**src/rtl/shifter_operand_encoder.sv**
```systemverilog
// Encodes a 32-bit constant as an ARM-style shifter operand.
// Data-processing mode: one rotation candidate is tested per cycle, smallest rotation wins.
// Load/store mode: single-cycle test for a 12-bit unsigned offset.
// Optional macro ENC_INVERT_EN: after a failed rotation search, a second pass runs on ~value.
module shifter_operand_encoder (
  input  logic        clk,
  input  logic        rst,
  input  logic        start,
  input  logic [31:0] value,
  input  logic        ls_mode,
  output logic        busy,
  output logic        done,
  output logic        valid,
  output logic [11:0] shift_operand,
  output logic        inverted
);

  localparam int unsigned VAL_W = 32;
  localparam int unsigned OP_W  = 12;
  localparam int unsigned ROT_W = 4;
  localparam int unsigned IMM_W = 8;
  localparam int unsigned OFS_W = 12;

  typedef enum logic [1:0] {
    IDLE   = 2'd0,
    SEARCH = 2'd1,
    DONE   = 2'd2
  } state_t;

  state_t              state_q, state_d;
  logic [VAL_W-1:0]    value_q, value_d;
  logic                ls_q, ls_d;
  logic [ROT_W-1:0]    r_q, r_d;
  logic                busy_d, done_d, valid_d, inv_d;
  logic [OP_W-1:0]     op_d;

  logic [2*VAL_W-1:0]  dbl;
  logic [VAL_W-1:0]    cand;
  logic                cand_hit;
  logic                ls_hit;
  logic                last_rot;

  // Rotate-left by 2*r: the upper half of the doubled word shifted left.
  assign dbl      = {value_q, value_q} << {r_q, 1'b0};
  assign cand     = dbl[2*VAL_W-1:VAL_W];
  assign cand_hit = (cand[VAL_W-1:IMM_W] == '0);
  assign ls_hit   = (value_q[VAL_W-1:OFS_W] == '0);
  assign last_rot = (r_q == {ROT_W{1'b1}});

  // Next-state and next-output logic.
  always_comb begin
    state_d = state_q;
    value_d = value_q;
    ls_d    = ls_q;
    r_d     = r_q;
    valid_d = valid;
    op_d    = shift_operand;
    inv_d   = inverted;

    case (state_q)
      IDLE: begin
        if (start) begin
          value_d = value;
          ls_d    = ls_mode;
          r_d     = '0;
          valid_d = 1'b0;
          op_d    = '0;
          inv_d   = 1'b0;
          state_d = SEARCH;
        end
      end

      SEARCH: begin
        if (ls_q) begin
          state_d = DONE;
          if (ls_hit) begin
            valid_d = 1'b1;
            op_d    = value_q[OFS_W-1:0];
          end else begin
            valid_d = 1'b0;
            op_d    = '0;
          end
        end else if (cand_hit) begin
          valid_d = 1'b1;
          op_d    = {r_q, cand[IMM_W-1:0]};
          state_d = DONE;
        end else if (!last_rot) begin
          r_d = r_q + ROT_W'(1);
        end else begin
`ifdef ENC_INVERT_EN
          // The inverted flag doubles as the second-pass marker.
          if (!inverted) begin
            value_d = ~value_q;
            r_d     = '0;
            inv_d   = 1'b1;
          end else begin
            valid_d = 1'b0;
            op_d    = '0;
            inv_d   = 1'b0;
            state_d = DONE;
          end
`else
          valid_d = 1'b0;
          op_d    = '0;
          state_d = DONE;
`endif
        end
      end

      DONE: begin
        state_d = IDLE;
      end

      default: begin
        state_d = IDLE;
      end
    endcase

`ifndef ENC_INVERT_EN
    inv_d = 1'b0;
`endif

    busy_d = (state_d != IDLE);
    done_d = (state_d == DONE);
  end

  // State and registered outputs, synchronous active-low reset.
  always_ff @(posedge clk) begin
    if (!rst) begin
      state_q       <= IDLE;
      value_q       <= '0;
      ls_q          <= 1'b0;
      r_q           <= '0;
      busy          <= 1'b0;
      done          <= 1'b0;
      valid         <= 1'b0;
      shift_operand <= '0;
      inverted      <= 1'b0;
    end else begin
      state_q       <= state_d;
      value_q       <= value_d;
      ls_q          <= ls_d;
      r_q           <= r_d;
      busy          <= busy_d;
      done          <= done_d;
      valid         <= valid_d;
      shift_operand <= op_d;
      inverted      <= inv_d;
    end
  end

endmodule

```
**config.mk**
```make
export PLATFORM = sky130hd
export DESIGN_NAME = shifter_operand_encoder
export DESIGN_NICKNAME = d
export VERILOG_FILES = /design/src/rtl/shifter_operand_encoder.sv
export SDC_FILE = /design/constraint.sdc
export NUM_CORES = 1
export LEC_CHECK = 0
export CAP_MARGIN = 40
export CORE_MARGIN = 4
export CORE_UTILIZATION = 50
export DETAILED_ROUTE_END_ITERATION = 8
export GPL_TIMING_DRIVEN = 0
export PLACE_DENSITY = 0.8
export SLEW_MARGIN = 10
export SYNTH_ARGS = -nofsm -noshare
export SYNTH_HDL_FRONTEND = slang
export SYNTH_SLANG_ARGS = --single-unit
export TNS_END_PERCENT = 1
```
**constraint.sdc**
```tcl
create_clock -name clk -period 3.2 [get_ports clk]
set_input_delay 0.64 -clock clk [delete_from_list [all_inputs] [get_ports clk]]
set_output_delay 0.64 -clock clk [all_outputs]
set_load 0.01 [all_outputs]
```
==> results.txt <==
Status = finished, final reports clean
CP arrival = 3.25 ns
Synth Warn # = 0
Yosys reg bits = 54
Initial antenna violation count = 0
Synth area leader = dfxtp_1
Crit path capture type = register
Pre-CTS WS = -0.0893 ns
Number of antenna diodes = 0
Hold buffer count at CTS = 0
Nets = 568
Period Utilization, post-route = 0.948
Worst slew pin tran = 0.628 ns
Synth top area cells = dfxtp_1 27%, mux2i_1 9.5%, nand2_1 8.1%, a21boi_0 6.2%, mux2_2 5.1%
Most frequent cells in the layout = 86 x nand2_1, 54 x dfxtp_1, 49 x clkdlybuf4s50_1
Crit Path Category = reg2reg
First-pass GRT wire length = 21200 um
Vias in the first global route = 3922
Distinct cells, synth = 62
Synthesized net count = 510
Worst rel slew slack = 0.581
Mapped Cells = 473
DR vias = 3946
Synth Area per Inst = 8.43 sq um
Routed WL per cell = 20.8 um
Clk Latency, worst-skew pair = 0.32 ns
Final WL = 13200 um
Leak pwr = 0.00162 uW
Share of post-route cells with drive strength above 1 = 0.148
Max Clk Rate = 330 MHz
Cts bufs inserted = 5
Area Growth Syn to Fin = 18.7%
Vias per Instance = 6.22
Layout Cells excl Fill = 634
Gpl congestion = 0.965
Clk slew on worst S/H paths = 0.11 ns
WP data required = 3.42 ns
Peak VDD IR = 0.000209 V
Min Tclk post-route = 3.03 ns
Clock buffer depth = 2
Buffers on Ports = 49
RSZ-0062 raised after global routing = no
DR pass1 iterations = 5
H-tree Lvls = 2
CTS tree = yes
Final Hold Vio Count = 0
Max Cap Violations = 0
Setup Viol. Count Final = 0
Sequential share of the synthesized area = 0.271
DRC viols = 0
Starting DRT DRC Count = 296
Most used DFF post-synth = dfxtp_1
R2R depth = 11
Setup ws final = 0.167 ns
Die height = 97.3 um
Largest net degree at the start of global routing = 17
Maximum fanout along the worst path = 10
Post-synth EDFFs = 0
Min-delay worst type = reg2reg
Post-synth ARST share = 0
Setup TNS = 0 ns
Row count = 32
Placed cells = 624
PwrDens = 364 nW/um^2
Die Wd = 97.3 um
Final Max Tran Viols = 0
Detailed placement HPWL = 10000 um
Mapped Area = 3990 sq um
Hold Path Stages = 1
Share of the synthesized area in the top cell type = 0.271
Startpoint type of the worst setup path = register
Commonest non-fill, non-tap cell in the layout = nand2_1
Antenna-violating nets left = 0
Root buffer cell = clkbuf_8
Clk_skew = 0.0133 ns
Starting Density = 0.516
Total gr overflow = 0
GRT Total Usage = 0.279
Sink Count = 54
Core Area = 7730 sq um
I/O pins = 52
Die area = 9470 sq um
[power breakdown]
part	switching, uW	leakage, uW	total [uW]	internal [uW]
logic	315	0.00113	571	256
clock network	233	0.0000452	389	155
registers	57.9	0.000441	764	706
total	606	0.00162	1720	1120
[kinds of logic (layout without fill, tap and decap cells)]
group | count (synthesis) | count (layout) | share of synthesized area
other cells | 1 | 1 | 0.000940
mux | 66 | 66 | 0.201
compound gates | 116 | 116 | 0.239
flops | 54 | 54 | 0.271
buf+inv | 47 | 106 | 0.0612
fa+ha+maj | 1 | 1 | 0.00314
simple gates | 188 | 188 | 0.223
[sequential cells by signal, summed over array words and instances, names as in the netlist]
signal,count
value_q,32
shift_operand,12
r_q,4
state_q,2
busy,1
done,1
ls_q,1
valid,1
[worst max-delay path: stages, from the launching register on]
cell and delay, ns:
dfxtp_1 0.40, buf_6 0.20, buf_6 0.17, buf_6 0.19
mux2i_4 0.31, mux2i_1 0.17, a2111oi_2 0.40, o22ai_2 0.22
a211oi_4 0.38, o31ai_2 0.18, buf_6 0.19, o2bb2ai_2 0.12
[metrics by stage]
stage | util | power (uW) | hold WS, ns | area, sq um
4_1_cts | 0.607 | 1720 | 0.475 | 4690
3_5_place_dp | 0.596 | 1330 | 0.450 | 4610
6_report | 0.612 | 1720 | 0.471 | 4730
3_3_place_gp | 0.596 | 1320 | 0.451 | 4610
5_1_grt | 0.612 | 1810 | 0.490 | 4730
2_1_floorplan | - | 1140 | 0.462 | 3990
[what timing repair did]
item	in CTS	in global routing
gates resized for setup	1	5
pin swaps	0	1
buffers inserted	0	2
setup endpoints to repair	12	17
[routing by layer]
| metal | vias to the layer above | track usage | routed length [um] | part of all wire |
|---|---|---|---|---|
| met5 | - | 0 | 0 | 0 |
| met1 | 1845 | 0.368 | 5640 | 0.43 |
| met4 | 0 | 0.124 | 611 | 0.046 |
| li1 | 1843 | - | - | - |
| met2 | 201 | 0.444 | 5910 | 0.45 |
| met3 | 57 | 0.0531 | 1040 | 0.079 |
[area by class of cell]
cell class	count	area [sq um]
clock buffer	6	72.6
inverter	4	15.0
fill	712	3000
timing repair buffer	51	505
clock inverter	2	13.8
buffer	43	230
sequential	54	1080
multi-input combinational	372	2690
tap	102	128
[synth_stat cells, types with 3 or more instances]
master	number
dfxtp_1	54
a21oi_1	17
nor3b_1	8
and2_1	4
buf_6	6
clkbuf_1	25
o211ai_1	3
and3_1	4
o2bb2ai_2	10
nand3_1	8
buf_1	4
nor2b_1	7
mux2i_1	38
nor3_1	17
o21ai_0	10
nor4_1	7
a2111oi_2	3
mux4_2	9
buf_2	3
nor2_1	30
a21boi_0	33
nand2b_1	6
nand2_1	86
mux2_2	18
a211oi_1	9
buf_4	5
o31a_1	5
[final timing paths]
path | startpoint | end | slack (ns)
hold reg to reg | valid$_SDFFE_PN0P_ | valid$_SDFFE_PN0P_ | 0.47
hold / removal | valid$_SDFFE_PN0P_ | valid$_SDFFE_PN0P_ | 0.47
setup reg to reg | r_q[0]$_SDFFE_PN0P_ | shift_operand[10]$_SDFFE_PN0P_ | 0.17
setup / recovery | r_q[0]$_SDFFE_PN0P_ | shift_operand[10]$_SDFFE_PN0P_ | 0.17
(Power assumes the default switching activity.)
